$ cat config.mk
export PLATFORM = sky130hd
export DESIGN_NAME = tmr_voter
export DESIGN_NICKNAME = d
export VERILOG_FILES = /design/src/rtl/tmr_pkg.sv /design/src/rtl/tmr_channel_monitor.sv /design/src/rtl/tmr_voter.sv
export SDC_FILE = /design/constraint.sdc
export NUM_CORES = 1
export LEC_CHECK = 0
export CAP_MARGIN = 20
export CORE_MARGIN = 5
export CORE_UTILIZATION = 35
export CTS_BUF_LIST = sky130_fd_sc_hd__clkbuf_4
export DETAILED_ROUTE_END_ITERATION = 8
export GPL_ROUTABILITY_DRIVEN = 0
export SKIP_CTS_REPAIR_TIMING = 1
export SLEW_MARGIN = 20
export SYNTH_ARGS = -nofsm -noshare
export SYNTH_HDL_FRONTEND = slang
export SYNTH_HIERARCHICAL = 1
export SYNTH_SLANG_ARGS = --single-unit
$ cat constraint.sdc
create_clock -name i_clk -period 3.5 [get_ports i_clk]
set_input_delay 0.7 -clock i_clk [delete_from_list [all_inputs] [get_ports i_clk]]
set_output_delay 0.7 -clock i_clk [all_outputs]
set_load 0.05 [all_outputs]
$ cat src/rtl/tmr_pkg.sv
// Shared types and constants for the triple-modular-redundancy voter.
package tmr_pkg;

   typedef enum logic [1:0] {
      CH_GOOD    = 2'd0,
      CH_SUSPECT = 2'd1,
      CH_FAILED  = 2'd2
   } ch_state_t;

   localparam int CH_A = 0;
   localparam int CH_B = 1;
   localparam int CH_C = 2;

   // Bits needed to hold a consecutive-miss count from 0 up to limit.
   function automatic int consecWidth(input int limit);
      return $clog2(limit + 1);
   endfunction

endpackage

$ cat src/rtl/tmr_channel_monitor.sv
// Per-channel health tracker: GOOD/SUSPECT/FAILED state, consecutive-miss
// counter and a saturating lifetime error counter.
module tmr_channel_monitor
   import tmr_pkg::*;
#(
   parameter int LIMIT = 3,
   parameter int CNTW  = 8
) (
   input  logic            i_clk,
   input  logic            i_rst_n,
   input  logic            i_sample,
   input  logic            i_disagree,
   input  logic            i_clrfail,
   output logic            o_failed,
   output logic [CNTW-1:0] o_errcnt
);

   localparam int CW = consecWidth(LIMIT);
   localparam logic [CW-1:0] LIM = CW'(LIMIT);
   localparam logic [CW-1:0] ONE = CW'(1);

   ch_state_t       r_state, w_stateNext;
   logic [CW-1:0]   r_count, w_countNext;
   logic [CNTW-1:0] r_errcnt;

   always_ff @(posedge i_clk or negedge i_rst_n) begin
      if (!i_rst_n) begin
         r_state <= CH_GOOD;
         r_count <= '0;
      end else begin
         r_state <= w_stateNext;
         r_count <= w_countNext;
      end
   end

   // A clear always wins over a simultaneous sample.
   always_comb begin
      w_stateNext = r_state;
      w_countNext = r_count;
      if (i_clrfail) begin
         w_stateNext = CH_GOOD;
         w_countNext = '0;
      end else if (i_sample) begin
         case (r_state)
            CH_GOOD: begin
               if (i_disagree) begin
                  w_countNext = ONE;
                  w_stateNext = (LIM == ONE) ? CH_FAILED : CH_SUSPECT;
               end
            end
            CH_SUSPECT: begin
               if (!i_disagree) begin
                  w_stateNext = CH_GOOD;
                  w_countNext = '0;
               end else begin
                  w_countNext = r_count + ONE;
                  if ((r_count + ONE) == LIM) begin
                     w_stateNext = CH_FAILED;
                  end
               end
            end
            CH_FAILED: begin
            end
            default: begin
               w_stateNext = CH_GOOD;
               w_countNext = '0;
            end
         endcase
      end
   end

   // Lifetime count survives CLRFAIL; only reset clears it.
   always_ff @(posedge i_clk or negedge i_rst_n) begin
      if (!i_rst_n) begin
         r_errcnt <= '0;
      end else if (i_sample && !i_clrfail && i_disagree && (r_errcnt != '1)) begin
         r_errcnt <= r_errcnt + {{(CNTW-1){1'b0}}, 1'b1};
      end
   end

   assign o_failed = (r_state == CH_FAILED);
   assign o_errcnt = r_errcnt;

endmodule

$ cat src/rtl/tmr_voter.sv
// Majority voter for three replicated buses with per-channel exclusion,
// a breadboard-compatible bypass and registered V/VN outputs.
module tmr_voter
   import tmr_pkg::*;
#(
   parameter int WIDTH = 8,
   parameter int LIMIT = 3,
   parameter int CNTW  = 8
) (
   input  logic             i_clk,
   input  logic             i_rst_n,
   input  logic             i_sample,
   input  logic             i_bypass,
   input  logic             i_clrfail,
   input  logic [WIDTH-1:0] i_ina,
   input  logic [WIDTH-1:0] i_inb,
   input  logic [WIDTH-1:0] i_inc,
   output logic [WIDTH-1:0] o_vout,
   output logic [WIDTH-1:0] o_voutn,
   output logic             o_valid,
   output logic [2:0]       o_disagree,
   output logic [2:0]       o_failed,
   output logic             o_miscompare,
   output logic             o_dead,
   output logic [CNTW-1:0]  o_errcnta,
   output logic [CNTW-1:0]  o_errcntb,
   output logic [CNTW-1:0]  o_errcntc
);

   logic [WIDTH-1:0] w_in [3];
   logic [2:0]       w_failed;
   logic [2:0]       w_active;
   logic [2:0]       w_dis;
   logic             w_proc;
   logic [WIDTH-1:0] w_vote;
   logic             w_mis;
   logic             w_pairEn;
   logic [WIDTH-1:0] w_pairX, w_pairY;

   logic [WIDTH-1:0] r_vout, r_voutn;
   logic             r_valid, r_mis;
   logic [2:0]       r_dis;

   assign w_in[CH_A] = i_ina;
   assign w_in[CH_B] = i_inb;
   assign w_in[CH_C] = i_inc;
   assign w_active   = ~w_failed;
   assign w_proc     = i_sample & ~i_bypass & ~i_clrfail;

   // Active-set patterns below are indexed with A in bit 0, C in bit 2.
   always_comb begin
      w_vote   = r_vout;
      w_mis    = 1'b0;
      w_pairEn = 1'b0;
      w_pairX  = '0;
      w_pairY  = '0;
      case (w_active)
         3'b111:  w_vote = (i_ina & i_inb) | (i_ina & i_inc) | (i_inb & i_inc);
         3'b011:  begin w_pairEn = 1'b1; w_pairX = i_ina; w_pairY = i_inb; end
         3'b101:  begin w_pairEn = 1'b1; w_pairX = i_ina; w_pairY = i_inc; end
         3'b110:  begin w_pairEn = 1'b1; w_pairX = i_inb; w_pairY = i_inc; end
         3'b001:  w_vote = i_ina;
         3'b010:  w_vote = i_inb;
         3'b100:  w_vote = i_inc;
         default: w_vote = r_vout;
      endcase
      if (w_pairEn) begin
         if (w_pairX == w_pairY) begin
            w_vote = w_pairX;
         end else begin
            w_mis = 1'b1;
         end
      end
   end

   // An unresolvable pair blames both surviving channels.
   always_comb begin
      w_dis = '0;
      for (int i = 0; i < 3; i++) begin
         w_dis[i] = w_active[i] & (w_mis | (w_in[i] != w_vote));
      end
   end

   tmr_channel_monitor #(.LIMIT(LIMIT), .CNTW(CNTW)) u_monA (
      .i_clk(i_clk), .i_rst_n(i_rst_n), .i_sample(w_proc),
      .i_disagree(w_dis[CH_A]), .i_clrfail(i_clrfail),
      .o_failed(w_failed[CH_A]), .o_errcnt(o_errcnta)
   );

   tmr_channel_monitor #(.LIMIT(LIMIT), .CNTW(CNTW)) u_monB (
      .i_clk(i_clk), .i_rst_n(i_rst_n), .i_sample(w_proc),
      .i_disagree(w_dis[CH_B]), .i_clrfail(i_clrfail),
      .o_failed(w_failed[CH_B]), .o_errcnt(o_errcntb)
   );

   tmr_channel_monitor #(.LIMIT(LIMIT), .CNTW(CNTW)) u_monC (
      .i_clk(i_clk), .i_rst_n(i_rst_n), .i_sample(w_proc),
      .i_disagree(w_dis[CH_C]), .i_clrfail(i_clrfail),
      .o_failed(w_failed[CH_C]), .o_errcnt(o_errcntc)
   );

   // Bypass updates only the voted value; monitor-facing flags are held.
   always_ff @(posedge i_clk or negedge i_rst_n) begin
      if (!i_rst_n) begin
         r_vout  <= '0;
         r_voutn <= '1;
         r_valid <= 1'b0;
         r_dis   <= '0;
         r_mis   <= 1'b0;
      end else begin
         r_valid <= 1'b0;
         if (i_clrfail) begin
            r_mis <= 1'b0;
         end else if (i_sample) begin
            r_valid <= 1'b1;
            if (i_bypass) begin
               r_vout  <= i_ina;
               r_voutn <= ~i_ina;
            end else begin
               r_vout  <= w_vote;
               r_voutn <= ~w_vote;
               r_dis   <= {w_dis[CH_A], w_dis[CH_B], w_dis[CH_C]};
               r_mis   <= w_mis;
            end
         end
      end
   end

   assign o_vout       = r_vout;
   assign o_voutn      = r_voutn;
   assign o_valid      = r_valid;
   assign o_disagree   = r_dis;
   assign o_miscompare = r_mis;
   assign o_failed     = {w_failed[CH_A], w_failed[CH_B], w_failed[CH_C]};
   assign o_dead       = &w_failed;

endmodule

# Word level (Yosys, flattened, before mapping)
# Index checks and enable logic that the tools add are counted.
dict set report totals {
  ff_bits 57
  wordCells 142
}
dict set report classes {
  addsub 6
  eq_ne 33
  n_reduce_logical 26
  bitwise 18
  muxes 45
}
# cell count
set op_table {}
lappend op_table {{two-way mux 2 bit} 24}
lappend op_table {{one-hot mux 2 bit (3 select lines)} 6}
lappend op_table {{two-way mux 8 bit} 4}
lappend op_table {{one-hot mux 8 bit (2 select lines)} 2}
lappend op_table {{one-hot mux 8 bit (4 select lines)} 1}
lappend op_table {{adder 8 x 1 -> 8 bit, second input constant} 3}
lappend op_table {{AND 8 bit} 3}
lappend op_table {{!= test 8 bit} 3}
lappend op_table {{!= test 8 bit, second input constant} 3}
lappend op_table {{NOT 8 bit} 2}
lappend op_table {{bitwise OR 8 bit} 2}
lappend op_table {{AND reduction 3 bit} 5}
lappend op_table {{equality test 2 bit, second input constant} 6}
lappend op_table {{equality test 3 bit, second input constant} 4}
lappend op_table {{!= test 4 bit, second input constant} 3}
lappend op_table {{AND reduction 4 bit} 3}
lappend op_table {{!= test 3 x 2 -> 1 bit, second input constant} 3}
lappend op_table {{equality test 8 bit} 1}
lappend op_table {{two-way mux 1 bit} 8}
lappend op_table {{logical AND 1 bit} 7}
lappend op_table {{adder 2 x 1 -> 2 bit, second input constant} 3}
lappend op_table {{equality test 2 x 1 -> 1 bit, second input constant} 3}
lappend op_table {{equality test 3 x 2 -> 1 bit, second input constant} 2}
lappend op_table {{zero test 2 bit} 3}
lappend op_table {{other kinds (12)} 24}

# Longest topological paths before layout
dict set report depth {
  word_depth 15
  mapped_depth 17
  mapped_depth_nobuf 13
}

# Modules after synthesis
# Netlist, hierarchy kept.
# module area_per_inst_um2 seq_area_each_um2 n_inst cells_each
set by_module_without_submodules {}
lappend by_module_without_submodules {tmr_voter 2593.7 535.5 1 316}
lappend by_module_without_submodules {{tmr_channel_monitor at u_monA ...} 609.3 300.3 2 60}
lappend by_module_without_submodules {{tmr_channel_monitor at u_monC} 621.8 300.3 1 58}

# Worst setup path before layout
# OpenSTA, ideal clock, no wires.
dict set report synth_path {
  path_kind {reg2reg}
  from {register u_monA.r_state[0]}
  to {register u_monB.r_errcnt[5] (netlist: u_monB/o_errcnt[5])}
  required_ns 3.332
  setup_slack_ns -0.988
  period_less_slack_ns 4.488
  t_arrival_ns 4.321
  path_buffers 3
  path_stages_with_launch 17
  cell_sequence {dfrtp_1 nor2b_1 buf_2 nor2b_1 nor2_1 o21a_1 buf_1 nor3_4 mux2i_1 xor2_1 nor4_2 a41oi_1 and3b_2 and4_1 buf_4 a31oi_1 a41oi_1}
}
dict set report synth_between {
  elab_chain_len 13
  word_cells_on_any_way 26
  cone_classes {eq/ne: 10; mux: 8; bitwise: 3; reduce/logical: 5}
}
# item line
set synth_rtl {}
lappend synth_rtl {{from (decl)} tmr_channel_monitor.sv:22} ;# ch_state_t r_state, w_stateNext;
lappend synth_rtl {{from (signal assigned)} tmr_channel_monitor.sv:31} ;# r_state <= w_stateNext;
lappend synth_rtl {{equality test 2 bit *} tmr_channel_monitor.sv:81} ;# assign o_failed = (r_state == CH_FAILED);
lappend synth_rtl {{named net o_failed[2]} tmr_voter.sv:22} ;# output logic [2:0] o_failed,
lappend synth_rtl {{NOT 3 bit *} tmr_voter.sv:47} ;# assign w_active = ~w_failed;
lappend synth_rtl {{equality test 3 bit / equality test 3 x 2 -> 1 bit (equally long branches)} tmr_voter.sv:57} ;# case (w_active)
lappend synth_rtl {{OR reduction 2 bit (no line)} --}
lappend synth_rtl {{one-hot mux 8 bit (2 select lines)} tmr_voter.sv:57}
lappend synth_rtl {{equality test 8 bit} tmr_voter.sv:68} ;# if (w_pairX == w_pairY) begin
lappend synth_rtl {{two-way mux 8 bit} tmr_voter.sv:68}
lappend synth_rtl {{two-way mux 8 bit} tmr_voter.sv:67} ;# if (w_pairEn) begin
lappend synth_rtl {{!= test 8 bit} tmr_voter.sv:80} ;# w_dis[i] = w_active[i] & (w_mis | (w_in[i] != w_vote));
lappend synth_rtl {{bitwise OR 1 bit *} tmr_voter.sv:80}
lappend synth_rtl {{AND 1 bit *} tmr_voter.sv:80}
lappend synth_rtl {{named net w_dis[1]} tmr_voter.sv:33} ;# logic [2:0] w_dis;
lappend synth_rtl {{logical AND 1 bit * (2 in series)} tmr_channel_monitor.sv:76} ;# end else if (i_sample && !i_clrfail && i_disagree && (r_errcnt != '1)) begin
lappend synth_rtl {{to (signal assigned)} tmr_channel_monitor.sv:77} ;# r_errcnt <= r_errcnt + {{(CNTW-1){1'b0}}, 1'b1};
lappend synth_rtl {{to (decl)} tmr_channel_monitor.sv:24} ;# logic [CNTW-1:0] r_errcnt;
# Mark *: on every way through the listed nets, which the timed path passes. The rest lies on a longest branch.
# A chain may end at the register's enable or synchronous reset.

# Final worst setup path
dict set report layout_path {
  from {register u_monC.r_state[0]}
  to {register u_monC.r_errcnt[6] (netlist: u_monC/o_errcnt[6])}
}
dict set report layout_between {
  elab_chain_len 13
  word_cells_on_any_way 26
  cone_classes {eq/ne: 10; mux: 8; bitwise: 3; reduce/logical: 5}
}
# item line
set layout_rtl {}
lappend layout_rtl {{from (decl)} tmr_channel_monitor.sv:22}
lappend layout_rtl {{from (signal assigned)} tmr_channel_monitor.sv:31}
lappend layout_rtl {{equality test 2 bit *} tmr_channel_monitor.sv:81}
lappend layout_rtl {{NOT 3 bit *} tmr_voter.sv:47}
lappend layout_rtl {{equality test 3 bit / equality test 3 x 2 -> 1 bit (equally long branches)} tmr_voter.sv:57}
lappend layout_rtl {{OR reduction 2 bit (no line)} --}
lappend layout_rtl {{one-hot mux 8 bit (2 select lines)} tmr_voter.sv:57}
lappend layout_rtl {{equality test 8 bit} tmr_voter.sv:68}
lappend layout_rtl {{two-way mux 8 bit} tmr_voter.sv:68}
lappend layout_rtl {{two-way mux 8 bit} tmr_voter.sv:67}
lappend layout_rtl {{!= test 8 bit} tmr_voter.sv:80}
lappend layout_rtl {{bitwise OR 1 bit} tmr_voter.sv:80}
lappend layout_rtl {{AND 1 bit *} tmr_voter.sv:80}
lappend layout_rtl {{named net w_dis[2]} tmr_voter.sv:33}
lappend layout_rtl {{logical AND 1 bit * (2 in series)} tmr_channel_monitor.sv:76}
lappend layout_rtl {{to (signal assigned)} tmr_channel_monitor.sv:77}
lappend layout_rtl {{to (decl)} tmr_channel_monitor.sv:24}
# Marked as above.

==> summary.txt <==
GRT
  • First-pass GRT wire length: 21700 um
  • Final global-route overflow total: 0
  • Largest net degree at the start of global routing: 45
  • Antenna violations before repair: 0
  • Total GRT Usage: 18.2%
  • Vias in the first global route: 4302

Timing
  • Minimum clock period: 3.64 ns
  • Period utilization: 104%
  • Max_slew headroom: 62.2%
  • Fmax: 274 MHz
  • Slew @ Worst Pin: 0.568 ns
  • Final setup margin: -0.144 ns
  • RSZ-0062 raised after global routing: true
  • Fin. Hold Viols: 0
  • Setup-failing EPs final: 13
  • Final clock skew: 0.0184 ns
  • Final max-slew violation count: 0
  • Setup TNS Final: -0.761 ns

Power
  • Sequential power share: 39.1%
  • Peak VDD IR: 407 uV
  • Logic pwr share: 43.8%
  • Static Leak: 2.98 nW
  • Switching power share of the total: 42.8%
  • Switching pwr: 964 uW
  • Clock Power Share: 17.1%
  • Total power: 2.25 mW
  • Int Power: 1.29 mW
  • Power Density: 337 mW/mm^2

Synth
  • Register bit total from synthesis: 57
  • Syn Area/Cell: 8.98 sq um
  • Syn_nets: 529
  • Count of cell types in the netlist: 83
  • Ys flop type: dfrtp_1
  • Post-Synthesis Cell Area: 0.00443 sq mm
  • Synth warn: 6
  • Number of synthesized flops with an enable pin: 0
  • Cells after Synth: 494
  • Post-synthesis sequential area ratio: 32.4%
  • Synth async-reset ratio: 100%

Setup path
  • Reg-to-Reg Start: u_monC/r_state[0]
  • Crit-path slowest cell: dfrtp_1
  • Crit path max-delay family: simple AND/OR/NAND/NOR gates
  • Worst reg2reg path depth: 16
  • CP dominant cell by count: buf_4
  • Worst Path Max Fanout: 25
  • CP cell instances: nor2b_4, buf_4, xor2_1, buf_4, a32o_1, nand2_1, nor4_4, a2111oi_2, buf_4, a2111oi_4, a41oi_2, and3b_2, buf_4, and3_4, nand2_2, mux2_4
  • CP Data Required Time: 3.80 ns
  • Crit path kind: flip-flop to flip-flop
  • Worst R2R Setup Slack: -0.14 ns
  • Worst R2R End: u_monC/o_errcnt[6]
  • Slowest stage delay, CP: 0.42 ns
  • Crit start category: flip-flop
  • Critical Path AT: 3.95 ns
  • Buf+Inv Stages, Crit Path: 4
  • Critical Path End Type: flip-flop

Clock network
  • Reg clk slew, reported paths: 0.11 ns
  • Clk Latency, worst-skew pair: 0.40 ns
  • Total CTS buffers: 9
  • CTS H-Tree Depth: 3
  • CTS root buf: clkbuf_4
  • CTS tree: built
  • Clock sinks: 57
  • Longest Clk Path Bufs: 2

Route
  • Via density per instance: 5.33
  • DRT Wirelength: 14200 um
  • Via count: 4533
  • Detail Route Antenna Nets: 0
  • Drt pass-1 iters: 4
  • Routed wire length per instance: 16.8 um
  • # DRC: 0
  • Starting DRT DRC Count: 210

Outcome
  • Failing checks: setup timing
  • Outcome: complete, but fails checks

Cells and area
  • Final core utilization: 53.4%
  • Layout cell share with drive strength beyond 1: 35.3%
  • Final net count: 708
  • P&R area growth vs syn: 50.8%
  • Filler cell count: 1182

Die
  • Initial Util: 35.4%
  • Die height: 123 um
  • Placeable Area: 0.0125 sq mm
  • Overall die area: 0.0150 sq mm
  • # IOs: 78
  • Rows: 41
  • Die Wd: 123 um

Place
  • Dpl hpwl: 10500 um
  • Port Buffer Count: 77

Min path
  • Hold WC Path Type: input pin to asynchronous set/reset pin

Run
  • Max-cap violations: 0
==> Yosys cell counts, types with 8 or more instances <==
library cell / n / area share (%)
clkbuf_1: 11 / 0.93
maj3_1: 8 / 1.8
xnor2_1: 14 / 2.8
o21ai_0: 16 / 1.8
o21a_1: 12 / 2.0
o211ai_1: 9 / 1.5
buf_2: 21 / 2.4
xor2_1: 33 / 6.5
a22oi_1: 15 / 2.5
nand2_1: 55 / 4.7
dfrtp_1: 49 / 28
nor2b_1: 10 / 1.4
nand3_1: 8 / 0.90
nor2_1: 27 / 2.3
inv_1: 10 / 0.85
mux2i_1: 13 / 2.9
a21oi_1: 27 / 3.0
dfstp_2: 8 / 4.7
nand2b_1: 10 / 1.4
and3b_1: 8 / 1.6
==> cell usage in the layout (no fill, tap or decap), types with 4 or more instances in the layout <==
| cell type | n |
|---|---|
| xor2_2 | 7 |
| a22oi_1 | 15 |
| and3b_1 | 8 |
| clkbuf_2 | 7 |
| and4_1 | 4 |
| clkinv_2 | 4 |
| xor2_1 | 26 |
| nor3_1 | 5 |
| dfstp_2 | 8 |
| mux2_4 | 4 |
| mux2_2 | 5 |
| maj3_1 | 8 |
| nor2b_1 | 5 |
| buf_4 | 123 |
| o211ai_1 | 9 |
| nor2_1 | 24 |
| dfrtp_1 | 49 |
| buf_6 | 7 |
| xnor2_1 | 12 |
| dlymetal6s2s_1 | 17 |
| nand3_1 | 6 |
| nand2b_1 | 10 |
| o21a_1 | 11 |
| mux2i_1 | 9 |
| inv_1 | 10 |
| a22o_1 | 4 |
| a21oi_1 | 24 |
| nand4_1 | 4 |
| o21ai_0 | 15 |
| and3_1 | 6 |
| nand2_1 | 54 |
| clkdlybuf4s50_1 | 52 |
| clkbuf_4 | 10 |
| a41oi_1 | 6 |
| a31oi_1 | 5 |
| ha_1 | 6 |
==> power groups by stage <==
stage | logic, mW | registers, mW | clock network, mW
after floorplan | 0.270 | 1.19 | 0
after global placement | 0.939 | 0.889 | 0
after detailed placement | 0.953 | 0.889 | 0
after CTS | 0.957 | 0.879 | 0.399
after global routing | 1.05 | 0.902 | 0.426
final | 0.986 | 0.881 | 0.385
==> registers in the layout, indices dropped and copies added, names as in the netlist <==
signal	count
o_disagree	3
o_miscompare	1
o_valid	1
o_vout	8
o_voutn	8
u_monA/o_errcnt	8
u_monA/r_count	2
u_monA/r_state	2
u_monB/o_errcnt	8
u_monB/r_count	2
u_monB/r_state	2
u_monC/o_errcnt	8
u_monC/r_count	2
u_monC/r_state	2
==> through the flow <==
step	area (sq um)	hold WS [ns]	worst slack, ns	instances
after floorplan	4510	0.404	-0.379	494
after global placement	6090	0.450	-0.895	811
after detailed placement	6090	0.450	-0.909	811
after CTS	6180	0.469	-0.479	826
after global routing	6690	0.309	-0.271	849
final	6690	0.277	-0.144	850
==> layer usage <==
layer / routed length (um) / track usage (%) / up-vias
li1: - / - / 2156
met1: 6550 / 25.6 / 2207
met2: 6500 / 28.4 / 142
met3: 867 / 3.18 / 28
met4: 325 / 6.02 / 0
met5: 0 / 0 / -
==> cell type report <==
class,instances,area [sq um],area share [%]
Sequential cell,57,1440,21.5
Clock buffer,10,75.1,1.12
Clock inverter,5,23.8,0.355
Multi-Input combinational cell,386,3090,46.2
Inverter,10,37.5,0.561
Tap cell,172,215,3.22
Antenna cell,1,2.50,0.0374
Timing Repair Buffer,209,1810,27.0
==> worst max-delay path by stage <==
| stage | startpoint | to | slack (ns) | cells past startpoint |
|---|---|---|---|---|
| finish | u_monC/r_state[0] | u_monC/o_errcnt[6] | -0.14 | 16 |
| global route | u_monC/r_state[0] | u_monC/o_errcnt[7] | -0.27 | 15 |
| CTS | i_inc[2] | u_monA/o_errcnt[5] | -0.48 | 15 |
| detailed placement | i_inc[2] | u_monA/o_errcnt[5] | -0.91 | 15 |
| global placement | i_inb[7] | u_monA/o_errcnt[5] | -0.89 | 17 |
| floorplan | i_inb[2] | u_monB/o_errcnt[6] | -0.38 | 13 |
==> cell families after synthesis <==
kind of cell             synth area share (%)
AND/OR/NAND/NOR                          20.8
multiplexers                             5.90
adder cells (fa/ha/maj)                  3.50
AO/OA/AOI/OAI                            22.2
buffers and inverters                    5.42
XOR/XNOR                                 9.82
flip-flops                               32.4
Power figures use the tool's default switching activity.
